<file path="src/rtl/cr16_ctrl_pkg.sv">
// Shared types and encodings for the CR16 multicycle control path.
// Holds the FSM state, instruction field and class encodings, and the registered control bundles.
package cr16_ctrl_pkg;

  localparam int unsigned STATE_W = 3;
  localparam int unsigned FLAGS_W = 5;
  localparam int unsigned FIELD_W = 4;
  localparam int unsigned DISP_W  = 8;

  typedef enum logic [STATE_W-1:0] {
    S_FETCH  = 3'd0,
    S_DECODE = 3'd1,
    S_EXEC   = 3'd2,
    S_MEM    = 3'd3,
    S_PC     = 3'd4
  } state_e;

  // Major opcodes, IR[15:12]
  localparam logic [FIELD_W-1:0] OP_REG   = 4'h0;
  localparam logic [FIELD_W-1:0] OP_MEMJ  = 4'h4;
  localparam logic [FIELD_W-1:0] OP_CMPI  = 4'hB;
  localparam logic [FIELD_W-1:0] OP_BCOND = 4'hC;
  localparam logic [FIELD_W-1:0] OP_RSVD  = 4'hF;

  // Extended opcodes, IR[7:4]
  localparam logic [FIELD_W-1:0] EXT_LOAD  = 4'h0;
  localparam logic [FIELD_W-1:0] EXT_STOR  = 4'h4;
  localparam logic [FIELD_W-1:0] EXT_JAL   = 4'h8;
  localparam logic [FIELD_W-1:0] EXT_CMP   = 4'hB;
  localparam logic [FIELD_W-1:0] EXT_JCOND = 4'hC;

  // Condition codes, IR[11:8]
  localparam logic [FIELD_W-1:0] COND_EQ = 4'h0;
  localparam logic [FIELD_W-1:0] COND_NE = 4'h1;
  localparam logic [FIELD_W-1:0] COND_CS = 4'h2;
  localparam logic [FIELD_W-1:0] COND_CC = 4'h3;
  localparam logic [FIELD_W-1:0] COND_HI = 4'h4;
  localparam logic [FIELD_W-1:0] COND_LS = 4'h5;
  localparam logic [FIELD_W-1:0] COND_GT = 4'h6;
  localparam logic [FIELD_W-1:0] COND_LE = 4'h7;
  localparam logic [FIELD_W-1:0] COND_FS = 4'h8;
  localparam logic [FIELD_W-1:0] COND_FC = 4'h9;
  localparam logic [FIELD_W-1:0] COND_LO = 4'hA;
  localparam logic [FIELD_W-1:0] COND_HS = 4'hB;
  localparam logic [FIELD_W-1:0] COND_LT = 4'hC;
  localparam logic [FIELD_W-1:0] COND_GE = 4'hD;
  localparam logic [FIELD_W-1:0] COND_UC = 4'hE;
  localparam logic [FIELD_W-1:0] COND_NV = 4'hF;

  // PSR flag bit positions within {C,L,F,Z,N}
  localparam int unsigned FLAG_C = 4;
  localparam int unsigned FLAG_L = 3;
  localparam int unsigned FLAG_F = 2;
  localparam int unsigned FLAG_Z = 1;
  localparam int unsigned FLAG_N = 0;

  typedef enum logic [1:0] {
    WSRC_ALU  = 2'd0,
    WSRC_MEM  = 2'd1,
    WSRC_LINK = 2'd2
  } rf_wsrc_e;

  typedef enum logic [2:0] {
    CLS_NOP   = 3'd0,
    CLS_ALU   = 3'd1,
    CLS_CMP   = 3'd2,
    CLS_LOAD  = 3'd3,
    CLS_STOR  = 3'd4,
    CLS_JAL   = 3'd5,
    CLS_BCOND = 3'd6,
    CLS_JCOND = 3'd7
  } instr_cls_e;

  typedef struct packed {
    logic [FIELD_W-1:0] op;
    logic [FIELD_W-1:0] cond;
    logic [FIELD_W-1:0] ext;
  } ir_fields_t;

  typedef struct packed {
    logic     ir_load;
    logic     mem_read;
    logic     mem_write;
    logic     mem_addr_src;
    logic     alu_exec;
    logic     flags_write;
    logic     rf_write;
    rf_wsrc_e rf_wsrc;
    logic     pc_enable;
    logic     load_wait;
  } ctrl_t;

  typedef struct packed {
    logic select;
    logic displace;
    logic src;
  } pc_sel_t;

  // Map the decoded IR fields onto an execution class.
  function automatic instr_cls_e classify(input ir_fields_t ir);
    instr_cls_e cls;
    cls = CLS_NOP;
    case (ir.op)
      OP_REG:   cls = (ir.ext == EXT_CMP) ? CLS_CMP : CLS_ALU;
      OP_MEMJ: begin
        case (ir.ext)
          EXT_LOAD:  cls = CLS_LOAD;
          EXT_STOR:  cls = CLS_STOR;
          EXT_JAL:   cls = CLS_JAL;
          EXT_JCOND: cls = CLS_JCOND;
          default:   cls = CLS_NOP;
        endcase
      end
      OP_CMPI:  cls = CLS_CMP;
      OP_BCOND: cls = CLS_BCOND;
      OP_RSVD:  cls = CLS_NOP;
      default:  cls = CLS_ALU;
    endcase
    return cls;
  endfunction

endpackage

</file>
<file path="src/rtl/cond_eval.sv">
// Branch/jump condition evaluator: condition code and PSR flags in, taken out.
module cond_eval
  import cr16_ctrl_pkg::*;
(
  input  logic [FIELD_W-1:0] cond,
  input  logic [FLAGS_W-1:0] flags,
  output logic               taken_c
);

  always_comb begin
    taken_c = 1'b0;
    case (cond)
      COND_EQ: taken_c = flags[FLAG_Z];
      COND_NE: taken_c = ~flags[FLAG_Z];
      COND_CS: taken_c = flags[FLAG_C];
      COND_CC: taken_c = ~flags[FLAG_C];
      COND_HI: taken_c = flags[FLAG_L];
      COND_LS: taken_c = ~flags[FLAG_L];
      COND_GT: taken_c = flags[FLAG_N];
      COND_LE: taken_c = ~flags[FLAG_N];
      COND_FS: taken_c = flags[FLAG_F];
      COND_FC: taken_c = ~flags[FLAG_F];
      COND_LO: taken_c = ~flags[FLAG_L] & ~flags[FLAG_Z];
      COND_HS: taken_c = flags[FLAG_L] | flags[FLAG_Z];
      COND_LT: taken_c = ~flags[FLAG_N] & ~flags[FLAG_Z];
      COND_GE: taken_c = flags[FLAG_N] | flags[FLAG_Z];
      COND_UC: taken_c = 1'b1;
      COND_NV: taken_c = 1'b0;
      default: taken_c = 1'b0;
    endcase
  end

endmodule

</file>
<file path="src/rtl/pc_sequencer.sv">
// CR16 fetch/decode/execute sequencer: drives memory strobes, datapath write enables
// and the pc enable pulse with its address selects.
module pc_sequencer
  import cr16_ctrl_pkg::*;
#(
  parameter int unsigned P_ADDRESS_WIDTH = 16,
  parameter int unsigned P_INSTR_WIDTH   = 16
) (
  input  logic                     I_CLK,
  input  logic                     I_NRESET,
  input  logic [P_INSTR_WIDTH-1:0] I_INSTR,
  input  logic                     I_MEM_READY,
  input  logic [FLAGS_W-1:0]       I_FLAGS,
  output logic                     O_IR_LOAD,
  output logic                     O_MEM_READ,
  output logic                     O_MEM_WRITE,
  output logic                     O_MEM_ADDR_SRC,
  output logic                     O_ALU_EXEC,
  output logic                     O_FLAGS_WRITE,
  output logic                     O_RF_WRITE,
  output logic [1:0]               O_RF_WSRC,
  output logic                     O_PC_ENABLE,
  output logic                     O_PC_ADDR_SELECT,
  output logic                     O_PC_ADDR_DISPLACE,
  output logic                     O_PC_ADDR_INCREMENT,
  output logic                     O_PC_ADDR_SRC,
  output logic [STATE_W-1:0]       O_STATE
);

  // The address mux must hold a sign-extended displacement; the decoder assumes 16-bit words.
  if (P_ADDRESS_WIDTH < DISP_W || P_INSTR_WIDTH != 16) begin : g_width_check
    $error("pc_sequencer: unsupported P_ADDRESS_WIDTH/P_INSTR_WIDTH");
  end

  state_e     state_q, state_d;
  ir_fields_t ir_q;
  instr_cls_e cls_c;
  ctrl_t      ctrl_q, ctrl_d;
  pc_sel_t    sel_q, sel_d;
  logic       taken_c;
  logic       fetch_done_c;
  logic       ir_unused;

  assign ir_unused    = ^I_INSTR[3:0];
  assign cls_c        = classify(ir_q);
  assign fetch_done_c = (state_q == S_FETCH) && ctrl_q.mem_read && I_MEM_READY;

  cond_eval u_cond_eval (
    .cond    (ir_q.cond),
    .flags   (I_FLAGS),
    .taken_c (taken_c)
  );

  // State register
  always_ff @(posedge I_CLK or negedge I_NRESET) begin
    if (!I_NRESET) state_q <= S_FETCH;
    else           state_q <= state_d;
  end

  // Next-state logic
  always_comb begin
    state_d = state_q;
    case (state_q)
      S_FETCH:  if (fetch_done_c) state_d = S_DECODE;
      S_DECODE: state_d = S_EXEC;
      S_EXEC:   state_d = (cls_c == CLS_LOAD || cls_c == CLS_STOR) ? S_MEM : S_PC;
      S_MEM:    if (I_MEM_READY) state_d = S_PC;
      S_PC:     state_d = S_FETCH;
      default:  state_d = S_FETCH;
    endcase
  end

  // Control decode of the state being entered, so the registered outputs line up with O_STATE.
  always_comb begin
    ctrl_d         = '0;
    ctrl_d.ir_load = fetch_done_c;
    case (state_d)
      S_FETCH: ctrl_d.mem_read = 1'b1;
      S_EXEC: begin
        case (cls_c)
          CLS_ALU: begin
            ctrl_d.alu_exec    = 1'b1;
            ctrl_d.flags_write = 1'b1;
            ctrl_d.rf_write    = 1'b1;
          end
          CLS_CMP: begin
            ctrl_d.alu_exec    = 1'b1;
            ctrl_d.flags_write = 1'b1;
          end
          CLS_JAL: begin
            ctrl_d.rf_write = 1'b1;
            ctrl_d.rf_wsrc  = WSRC_LINK;
          end
          default: ;
        endcase
      end
      S_MEM: begin
        ctrl_d.mem_addr_src = 1'b1;
        ctrl_d.mem_read     = (cls_c == CLS_LOAD);
        ctrl_d.mem_write    = (cls_c == CLS_STOR);
        ctrl_d.load_wait    = (cls_c == CLS_LOAD);
        ctrl_d.rf_wsrc      = (cls_c == CLS_LOAD) ? WSRC_MEM : WSRC_ALU;
      end
      S_PC:    ctrl_d.pc_enable = 1'b1;
      default: ;
    endcase
  end

  // PC selects resolve as the instruction enters execute, a full cycle ahead of the enable edge.
  always_comb begin
    sel_d = sel_q;
    if (state_q == S_DECODE) begin
      sel_d = '0;
      case (cls_c)
        CLS_BCOND: begin
          sel_d.select   = taken_c;
          sel_d.displace = taken_c;
        end
        CLS_JCOND: begin
          sel_d.select = taken_c;
          sel_d.src    = taken_c;
        end
        CLS_JAL: begin
          sel_d.select = 1'b1;
          sel_d.src    = 1'b1;
        end
        default: ;
      endcase
    end
  end

  always_ff @(posedge I_CLK or negedge I_NRESET) begin
    if (!I_NRESET) begin
      ctrl_q <= '0;
      sel_q  <= '0;
      ir_q   <= '0;
    end else begin
      ctrl_q <= ctrl_d;
      sel_q  <= sel_d;
      if (fetch_done_c) ir_q <= ir_fields_t'(I_INSTR[15:4]);
    end
  end

  assign O_IR_LOAD           = ctrl_q.ir_load;
  assign O_MEM_READ          = ctrl_q.mem_read;
  assign O_MEM_WRITE         = ctrl_q.mem_write;
  assign O_MEM_ADDR_SRC      = ctrl_q.mem_addr_src;
  assign O_ALU_EXEC          = ctrl_q.alu_exec;
  assign O_FLAGS_WRITE       = ctrl_q.flags_write;
  // Load data is only valid alongside I_MEM_READY, so the write enable is qualified by it.
  assign O_RF_WRITE          = ctrl_q.rf_write | (ctrl_q.load_wait & I_MEM_READY);
  assign O_RF_WSRC           = ctrl_q.rf_wsrc;
  assign O_PC_ENABLE         = ctrl_q.pc_enable;
  assign O_PC_ADDR_SELECT    = sel_q.select;
  assign O_PC_ADDR_DISPLACE  = sel_q.displace;
  assign O_PC_ADDR_INCREMENT = 1'b0;
  assign O_PC_ADDR_SRC       = sel_q.src;
  assign O_STATE             = state_q;

endmodule
</file>
<file path="config.mk">
export PLATFORM = sky130hd
export DESIGN_NAME = pc_sequencer
export DESIGN_NICKNAME = d
export VERILOG_FILES = /design/src/rtl/cr16_ctrl_pkg.sv /design/src/rtl/cond_eval.sv /design/src/rtl/pc_sequencer.sv
export SDC_FILE = /design/constraint.sdc
export NUM_CORES = 1
export LEC_CHECK = 0
export ABC_AREA = 1
export BUFFER_PORTS_ARGS = -buffer_cell sky130_fd_sc_hd__buf_4
export CAP_MARGIN = 20
export CORE_ASPECT_RATIO = 1.5
export CORE_MARGIN = 2
export CORE_UTILIZATION = 30
export CTS_CLUSTER_SIZE = 16
export DETAILED_ROUTE_END_ITERATION = 8
export PLACE_DENSITY = 0.5
export SLEW_MARGIN = 20
export SYNTH_ARGS = -nofsm -noshare
export SYNTH_HDL_FRONTEND = slang
export SYNTH_SLANG_ARGS = --single-unit
</file>
<file path="constraint.sdc">
create_clock -name I_CLK -period 2 [get_ports I_CLK]
set_input_delay 0.4 -clock I_CLK [delete_from_list [all_inputs] [get_ports I_CLK]]
set_output_delay 0.4 -clock I_CLK [all_outputs]
set_load 0.01 [all_outputs]
</file>
==> results by group <==
GRT
  – GR Util All Layers: 0.124
  – Overflow after GRT: 0
  – Largest net degree at the start of global routing: 28
  – Antenna violations before repair: 0
  – Number of global-route vias before repair: 1,176
  – First-pass GRT wire length: 4.93 mm

Power and ir drop
  – Final Total Pwr: 0.00234 W
  – Leakage: about 0.94 nW
  – Peak VDD IR: 0.311 mV
  – Power Density: 1350 nW/um^2

Clock network
  – Max Root-Sink Buffers: 2
  – CTS tree: yes
  – Clock Tree Root: clkbuf_8
  – Clk_lat worst skew: 270 ps
  – CTS H-tree depth: 1
  – Clk slew on worst S/H paths: 90 ps
  – Post-CTS Repair Setup Buffers: 0
  – Hold Buf Count CTS: 0
  – Post_cts resized: 0
  – Clk sinks: 27
  – Total CTS buffers: 3

Layout
  – Ant diodes: 0
  – Share of layout cells above drive strength 1: 0.237
  – Most flop-heavy register: ir_q
  – Max FFs per register: 12
  – Layout Nets: 240
  – Synthesis-to-finish area growth: 24.5%
  – Design area: 1730 um^2

Critical path
  – Worst R2R Path Depth: 10
  – Worst setup path class: flip-flop to flip-flop
  – Worst Setup End Kind: flip-flop
  – RR Startpoint: ir_q[8]
  – Crit path launch type: flip-flop
  – WP data required: 2170 ps
  – R2R Path End: O_MEM_READ
  – CP Data Arrival Time: approximately 1700 ps
  – Worst-path maximum fanout: 6
  – Worst reg2reg setup slack: 440 ps

Yosys
  – EDFF count, synth: 0
  – Synth Area per Inst: 7.68 um^2
  – Sequential area share after synthesis: 0.486
  – Asr flop ratio synth: 1.00
  – Syn Std Cell Area: 1390 um^2
  – Count of cell types in the netlist: 25
  – Cells taking the most area after synthesis: dfrtp_1, nand2_1, inv_1
  – Post-synth top area cell: dfrtp_1
  – Post-synthesis cell count: 181
  – Syn_nets: around 210
  – Yosys warnings: 0
  – Post-synth top area share: 0.486
  – Main synth FF type: dfrtp_1
  – Synth Register Bits: 27

Drt
  – DR WL/cell: about 11 um
  – Iteration-0 DRC Markers: 18
  – Final ANT Viol Nets: 0
  – Final wirelength: 2.79 mm
  – Vias: 1,184
  – # DRC: 0
  – DRT Pass-1 Iters: 4
  – Via-per-instance ratio: between 4 and 5

Flow run
  – Max-Cap Viols: 0

Min path
  – Min-delay worst type: primary input to async pin

Die
  – I/O pin count: 41
  – Die ar.: around 5200 um^2
  – Die height: about 87 um
  – Die width: 59.6 um
  – Core ar.: around 4500 um^2
  – Row cnt: 30
  – Starting Density: 0.309

Timing
  – Peak Freq: 641 MHz
  – Post-Route Setup TNS: 0 ps
  – Hold Vio Cnt, Final: 0
  – Period utilisation layout: 0.780
  – Final worst slack: 440 ps
  – Tmin final: 1560 ps
  – Unrepaired setup endpoints after global routing: no
  – Max-slew violation count: 0
  – Clock skew: 2.74 ps
  – Final count of negative-setup-slack endpoints: 0

Place
  – Pre-CTS setup slack: 436 ps
  – Port buffer count: 35
  – Post-detail-place hpwl: 2.20 mm
  – Placement Cell Area: 1690 um^2
  – Global placement routability congestion: around 0.75

Outcome
  – Status: completed
cell type report:
cell class,instances,area (um^2)
clock buffer,4,45.0
sequential,27,676
tap,48,60.1
inverter,28,105
fill,506,2770
timing repair buffer,37,278
multi-input combinational,119,567
per-stage QoR:
stage	utilization	std cells	hold slack (ps)
after detailed placement	0.374	259	342
after CTS	0.384	263	42.3
after global placement	0.374	259	334
after floorplan	-	181	104
after global routing	0.384	263	55.4
final	0.384	263	27.9
metal layers:
layer | share of wire | GRT usage | vias up
met1 | 0.39 | 0.131 | 522
met3 | 0.032 | 0.00892 | 5
met4 | 0.024 | 0.0606 | 0
met2 | 0.56 | 0.238 | 25
met5 | 0 | 0 | -
li1 | - | - | 632
worst max-delay path by stage:
stage	endpoint	cells after the start	start	slack (ps)
detailed placement	O_MEM_READ	10	ir_q[8]	440
finish	O_MEM_READ	10	ir_q[8]	440
global route	O_MEM_READ	11	ir_q[8]	270
CTS	O_MEM_READ	10	ir_q[8]	420
global placement	O_MEM_READ	10	ir_q[8]	450
floorplan	O_MEM_READ	10	ir_q[8]	590
cells by family (layout without fill, tap and decap cells):
group                  Yosys count  in the layout  synth area share
and+or+nand+nor                 87             87             0.282
buffers and inverters           35             69             0.106
AOI/OAI and AO/OA               31             31             0.123
DFF                             27             27             0.486
other                            1              1           0.00270
power breakdown:
| group | internal [W] | switching [W] | total [W] |
|---|---|---|---|
| clock | 0.000143 | 0.000162 | 0.000304 |
| sequential | 0.000760 | 0.000184 | 0.000944 |
| combinational | 0.000454 | 0.000639 | 0.00109 |
placed cells by master (no fill, tap or decap), drive strengths merged:
cell | synthesis | final
a211oi | 1 | 1
a21o | 1 | 1
a21oi | 4 | 4
buf | 5 | 37
clkbuf | 2 | 4
clkinv | 1 | 1
conb | 1 | 1
dfrtp | 27 | 27
inv | 27 | 27
nand2 | 51 | 51
nand3 | 13 | 13
nand4 | 3 | 3
nor2 | 17 | 17
nor3 | 3 | 3
o211ai | 3 | 3
o21ai | 22 | 22
cells in the mapped netlist, types with 3 or more instances:
cell	number
nand2_1	50
dfrtp_1	27
inv_1	26
o21ai_0	19
nor2_1	13
nand3_1	10
a21oi_1	4
buf_4	4
nand3_2	3
nand4_1	3
nor2_2	3
o211ai_1	3
worst max-delay path, stage by stage (launching register included):
cell and delay, ps:
dfrtp_1 430, nor2_4 160, nand3_1 90, o21ai_2 190, inv_1 100, nand2_1 130, nand3_2 90, nand2_2 120
nor2_2 50, inv_1 50, nand2_1 50
No activity file was read; power rests on OpenSTA's default activity.
